--- src/rtl/countn_updown.sv ---
// countn_updown: parametrised up/down modulo-MODULUS counter with parallel
// load, count enable, one-shot stop and terminal-count / wrap outputs.
//
// Optional feature: define COUNTN_STICKY_OVF_EN to add a sticky overflow
// flag (ports ovf_clr / ovf). Without the macro, neither port exists.
//
// State table:
//   state      | meaning
//   S_COUNTING | counter free to advance on enabled edges (done = 0)
//   S_DONE     | one-shot reached terminal value, count frozen (done = 1)
//
// Arithmetic wraps at MODULUS, not at 2**WIDTH, so for a non power-of-two
// MODULUS the values MODULUS..2**WIDTH-1 can never be reached: loads above
// the range saturate at MODULUS-1.

module countn_updown #(
  parameter int WIDTH   = 6,
  parameter int MODULUS = 64,
  parameter int RST_VAL = 0
) (
  input  logic             clk,
  input  logic             rst,
  input  logic             en,
  input  logic             load,
  input  logic [WIDTH-1:0] data,
  input  logic             up,
  input  logic             oneshot,
  output logic [WIDTH-1:0] out,
  output logic             tc,
  output logic             wrap,
  output logic             done
`ifdef COUNTN_STICKY_OVF_EN
  ,
  input  logic             ovf_clr,
  output logic             ovf
`endif
);

  localparam logic [WIDTH-1:0] MAX_VAL = WIDTH'(MODULUS - 1);
  localparam logic [WIDTH-1:0] RST_CNT = WIDTH'(RST_VAL);
  localparam logic [WIDTH:0]   MOD_EXT = (WIDTH + 1)'(MODULUS);
  localparam logic [WIDTH-1:0] ONE     = WIDTH'(1);

  typedef enum logic {
    S_COUNTING = 1'b0,
    S_DONE     = 1'b1
  } state_t;

  state_t           state_q, state_d;
  logic [WIDTH-1:0] cnt_q, cnt_d;
  logic             wrap_q, wrap_d;
  logic [WIDTH-1:0] load_val;
  logic             tc_int;
  logic             step_ok;

  // Terminal value depends on direction; re-evaluates as soon as up changes.
  always_comb begin
    tc_int = 1'b0;
    if (up) begin
      tc_int = (cnt_q == MAX_VAL);
    end else begin
      tc_int = (cnt_q == '0);
    end
  end

  // Out-of-range load values clamp to the top of the count range.
  always_comb begin
    load_val = MAX_VAL;
    if ({1'b0, data} < MOD_EXT) begin
      load_val = data;
    end
  end

  assign step_ok = en && (state_q == S_COUNTING);

  // Next count, state and wrap pulse; load beats enable, done freezes count.
  always_comb begin
    cnt_d   = cnt_q;
    state_d = state_q;
    wrap_d  = 1'b0;
    if (load) begin
      cnt_d   = load_val;
      state_d = S_COUNTING;
    end else if (step_ok) begin
      if (!tc_int) begin
        if (up) begin
          cnt_d = cnt_q + ONE;
        end else begin
          cnt_d = cnt_q - ONE;
        end
      end else if (!oneshot) begin
        if (up) begin
          cnt_d = '0;
        end else begin
          cnt_d = MAX_VAL;
        end
        wrap_d = 1'b1;
      end else begin
        state_d = S_DONE;
      end
    end
  end

  // State register with synchronous reset.
  always_ff @(posedge clk) begin
    if (rst) begin
      cnt_q   <= RST_CNT;
      state_q <= S_COUNTING;
      wrap_q  <= 1'b0;
    end else begin
      cnt_q   <= cnt_d;
      state_q <= state_d;
      wrap_q  <= wrap_d;
    end
  end

  assign out  = cnt_q;
  assign tc   = tc_int;
  assign wrap = wrap_q;
  assign done = (state_q == S_DONE);

`ifdef COUNTN_STICKY_OVF_EN
  logic ovf_q, ovf_d;

  // Sticky overflow: a wrap on the same edge as a clear keeps the flag set.
  always_comb begin
    ovf_d = ovf_q;
    if (ovf_clr) begin
      ovf_d = 1'b0;
    end
    if (wrap_d) begin
      ovf_d = 1'b1;
    end
  end

  // Overflow flag register; load leaves it untouched.
  always_ff @(posedge clk) begin
    if (rst) begin
      ovf_q <= 1'b0;
    end else begin
      ovf_q <= ovf_d;
    end
  end

  assign ovf = ovf_q;
`endif

endmodule

--- config.mk ---
export PLATFORM = sky130hd
export DESIGN_NAME = countn_updown
export DESIGN_NICKNAME = d
export VERILOG_FILES = /design/src/rtl/countn_updown.sv
export SDC_FILE = /design/constraint.sdc
export NUM_CORES = 1
export LEC_CHECK = 0
export CORE_MARGIN = 1
export CORE_UTILIZATION = 50
export DETAILED_ROUTE_END_ITERATION = 10
export GPL_TIMING_DRIVEN = 0
export PLACE_DENSITY = 0.83
export SETUP_SLACK_MARGIN = 0.2
export SYNTH_ARGS = -nofsm -noshare
export SYNTH_HDL_FRONTEND = slang
export SYNTH_SLANG_ARGS = --single-unit
--- constraint.sdc ---
create_clock -name clk -period 3.7 [get_ports clk]
set_input_delay 0.555 -clock clk [delete_from_list [all_inputs] [get_ports clk]]
set_output_delay 0.555 -clock clk [all_outputs]
set_load 0.005 [all_outputs]
-- Yosys cells after proc, flatten, opt, wreduce, memory -nomap -nowiden
Cells that the tools add are included.
- register bits after elaboration: 8
- bits of input ports: 12
- output and inout port bits: 9
- word-level logic and storage cells: 25
- $add $sub $neg: 2
- equal/unequal tests: 2
- mux-type cells: 8
- bitwise logic cells: 3
- reduce and logical (&&, ||, !) cells: 7
- operators with widths (kind ; count):
    two-way mux 6 bit ; 6
    adder 6 x 1 -> 6 bit, second input constant ; 1
    == test 6 bit, second input constant ; 1
    zero test 6 bit ; 1
    subtractor 6 x 1 -> 6 bit, second input constant ; 1
    OR reduction 4 bit ; 1
    inequality test 3 bit, second input constant ; 1
    NOT 1 bit ; 3
    AND reduction 3 bit ; 1
    two-way mux 1 bit ; 2
    AND reduction 2 bit ; 1
    nonzero test 2 bit ; 1
    OR reduction 2 bit ; 1
    logical AND 1 bit ; 1

-- Longest topological paths before layout
- depth after elaboration: 5
- depth in mapped cells: 6
- mapped depth without buffers: 6

-- Least setup slack after synthesis
OpenSTA, ideal clock, no wires.
- path type: in2reg
- start point: in up
- end point: reg cnt_q[4] (netlist: out[4])
- library setup time: 119 ps
- arrival: 1910 ps
- required time: 3581 ps
- slack: 1671 ps
- cell stages on the path: 6
- path buffers: 0
- path through: inv_1 > fa_1 > a21o_1 > a21oi_1 > mux2_2 > o221a_1
- longest elaborated chain between the ends: 5
- elaborated cells between the ends (all ways): 9
- classes of those cells: 1 x eq/ne; 7 x mux; 1 x reduce/logical
- ends and longest elaborated chain (item ; line ; text):
    from (decl) ; 26 ; input logic up,
    two-way mux 6 bit ; 92 ; if (up) begin
    two-way mux 6 bit ; 91 ; end else if (!oneshot) begin
    two-way mux 6 bit ; 85 ; if (!tc_int) begin
    two-way mux 6 bit ; 84 ; end else if (step_ok) begin
    two-way mux 6 bit ; 81 ; if (load) begin
    to (signal assigned) ; 111 ; cnt_q <= cnt_d;
    to (decl) ; 50 ; logic [WIDTH-1:0] cnt_q, cnt_d;
Parallel ways exist; a longest one is shown, timed or not. The select of a mux whose other input is x is not followed.
A chain may end at the register's enable or synchronous reset.

-- Worst setup path after layout
- start point: in up
- end point: out tc
- longest elaborated chain between the ends: 1
- ends and longest elaborated chain (item ; line ; text):
    two-way mux 1 bit ; 59 ; if (up) begin
    to (decl) ; 29 ; output logic tc,
Every way passes these cells.

==> results_dict.tcl <==
set metrics [dict create \
    layout-drive-gt1-share_pct 17.5 \
    yosys.area.top_type_share_pct 21.0 \
    endpoint_kind "output pin" \
    tightest_slew_ps 489 \
    rsz0062_at_grt "no" \
    ys_warn_count 0 \
    final_area_um2 995 \
    worstPathCellList "clkdlybuf4s50_1 -> nor4_2 -> and2_2 -> nand2b_1 -> clkdlybuf4s50_1" \
    fin_crit_ps 2770 \
    clk_pin_slew_ps 60 \
    core_area_um2 1370 \
    io_pins 21 \
    die-area_um2 1690 \
    drc 0 \
    syn-num-nets 98 \
    cp.arrival_ps 2210 \
    peakVddDrop_mv 0.168 \
    antenna_cells 0 \
    tns_ps 0 \
    hold_ws_ps 506 \
    hold_viol 0 \
    yosysSeqAreaShare_pct 21.0 \
    synth_common_cells "9 x a21oi_1, 9 x inv_1, 8 x dfxtp_1" \
    via_per_inst 6.09 \
    cts_root_buffer "clkbuf_4" \
    clock_latency_ps 270 \
    busiest_layer "met2" \
    grt_antenna_before_repair 0 \
    synth-edff-count 0 \
    critPathRequiredTime_ps 3140 \
    htreeDepth 1 \
    cts_inserted_buffers 3 \
    yosysTopAreaCell "dfxtp_1" \
    path_common_cell "clkdlybuf4s50_1" \
    use_met3_pct 6.52 \
    post-route-period-util_pct 74.7 \
    grt_pass1_vias 613 \
    synth_ff_type "dfxtp_1" \
    grtUsageMet2_pct 42.2 \
    outcome "completed" \
    cts_sinks 8 \
    skew_ps 6.53 \
    post_cts_resize_count 0 \
    dr.pass1.iters 4 \
    ant_nets 0 \
    cts_setup_buffers 0 \
    rows 13 \
    final_util_pct 72.8 \
    met1_usage_pct 28.4 \
    num_vias 719 \
    syn_area_um2 763 \
    slowest_delay_ps 490 \
    overflow 0 \
    setup_violations 0 \
    maxSlewHeadroom_pct 67.4 \
    path_max_fanout 4 \
    grt_use_total_pct 24.6 \
    timing.final.max_slew_violations 0 \
    grt_pass1_wl_mm 2.62 \
    power_uw 292 \
    tritoncts "done" \
    path_buf_inv 2 \
    num-nets-final 122 \
    worstSetupPathType "primary input to output pin" \
    synth_cell_types 41 \
    p_leak_nw 0.413 \
    ys_seq_elements 8 \
    port_buffers 19 \
    wl_mm 1.74 \
    ctsHoldBuffers 0 \
    dp_hpwl_mm 1.37 \
    power_density_nw_per_um2 294 \
    gp_congestion 0.791 \
    ys_top_cells_by_area "dfxtp_1 21%, ha_1 6.6%, a21oi_1 5.9%" \
    avgRoutedWirePerCell_um 14.8 \
    fmax_mhz 362 \
    drv_cap 0 \
    syn_avg_cell_area_um2 9.42 \
    area_growth_pct 30.3 \
    nFillCells 117 \
    cts.path.max_buffers 2 \
    synthCells 81 \
    die_w_um 41.1 \
    fp.dieH_um 41.1 \
    placed_area_um2 972 \
    initial_utilization_pct 55.9 \
    grt_max_degree 11 \
    crit_family "buffers and inverters" \
    drt_iter0_drc 8 \
    start_kind "primary input" \
    synth-async-reset-ratio_pct 0 \
    hold_path.class "flip-flop to flip-flop" \
    crit_slowest_cell "clkdlybuf4s50_1" \
]
==> worst paths after layout <==
kind | start | to | slack (ps) | cells past startpoint
worst max-delay path | up | tc | 930 | 5
worst max register to register | out[0] | out[4] | 1850 | 5
worst min register to register | done | done | 510 | 2
worst min-delay path | done | done | 510 | 2
==> cell families after synthesis <==
| kind of cell | share of synthesized area (%) |
|---|---|
| buf+inv | 8.03 |
| flops | 21.0 |
| compound gates | 36.7 |
| mux | 2.79 |
| xor+xnor | 2.30 |
| fa+ha+maj | 9.18 |
| simple gates | 20.0 |
==> routing by layer <==
layer / up-vias / wire (um) / share of wire (%)
met2: 24 / 852 / 49
met3: 4 / 88 / 5.0
met4: 0 / 27 / 1.5
met5: - / 0 / 0
li1: 357 / - / -
met1: 334 / 775 / 44
==> report_power, final <==
group / total (mW) / internal, mW / switching (mW) / leakage, nW
logic: 0.115 / 0.0647 / 0.0501 / 0.333
registers: 0.106 / 0.0932 / 0.0128 / 0.0662
clock network: 0.0715 / 0.0374 / 0.0341 / 0.0138
==> layout by cell type (no fill, tap or decap), types with 2 or more instances in the layout <==
master,synthesis,layout
clkbuf_4,0,3
a211o_1,5,5
nand2b_1,3,3
a21oi_1,9,9
a2111oi_2,3,3
a21o_1,2,2
clkdlybuf4s50_1,0,19
ha_1,4,4
nand2_1,3,3
inv_1,9,9
o221a_1,3,3
and2_1,2,2
dfxtp_1,8,8
==> per-stage QoR <==
step | worst slack [ps] | std cells
after global routing | 846 | 118
after global placement | 951 | 115
after CTS | 927 | 118
after floorplan | 1670 | 81
after detailed placement | 937 | 115
final | 935 | 118
==> registers in the layout, summed over array words and instances, names as in the netlist <==
| signal | cells |
|---|---|
| out | 6 |
| wrap | 1 |
| done | 1 |
==> cell type report <==
cell class,count,area [um^2],share of cell area (%)
Clock buffer,3,22.5,2.26
Sequential cell,8,160,16.1
Multi-Input combinational cell,60,542,54.5
Timing Repair Buffer,19,190,19.1
Tap cell,15,18.8,1.89
Buffer,4,27.5,2.77
Inverter,9,33.8,3.40
==> worst register-to-register path, delay by kind of cell (launching register included) <==
| kind | cells | cell delay, ps |
|---|---|---|
| AO/OA/AOI/OAI | 3 | 530 |
| adder cells (fa/ha/maj) | 1 | 460 |
| flip-flops | 1 | 390 |
| multiplexers | 1 | 360 |
Power figures use the tool's default switching activity.
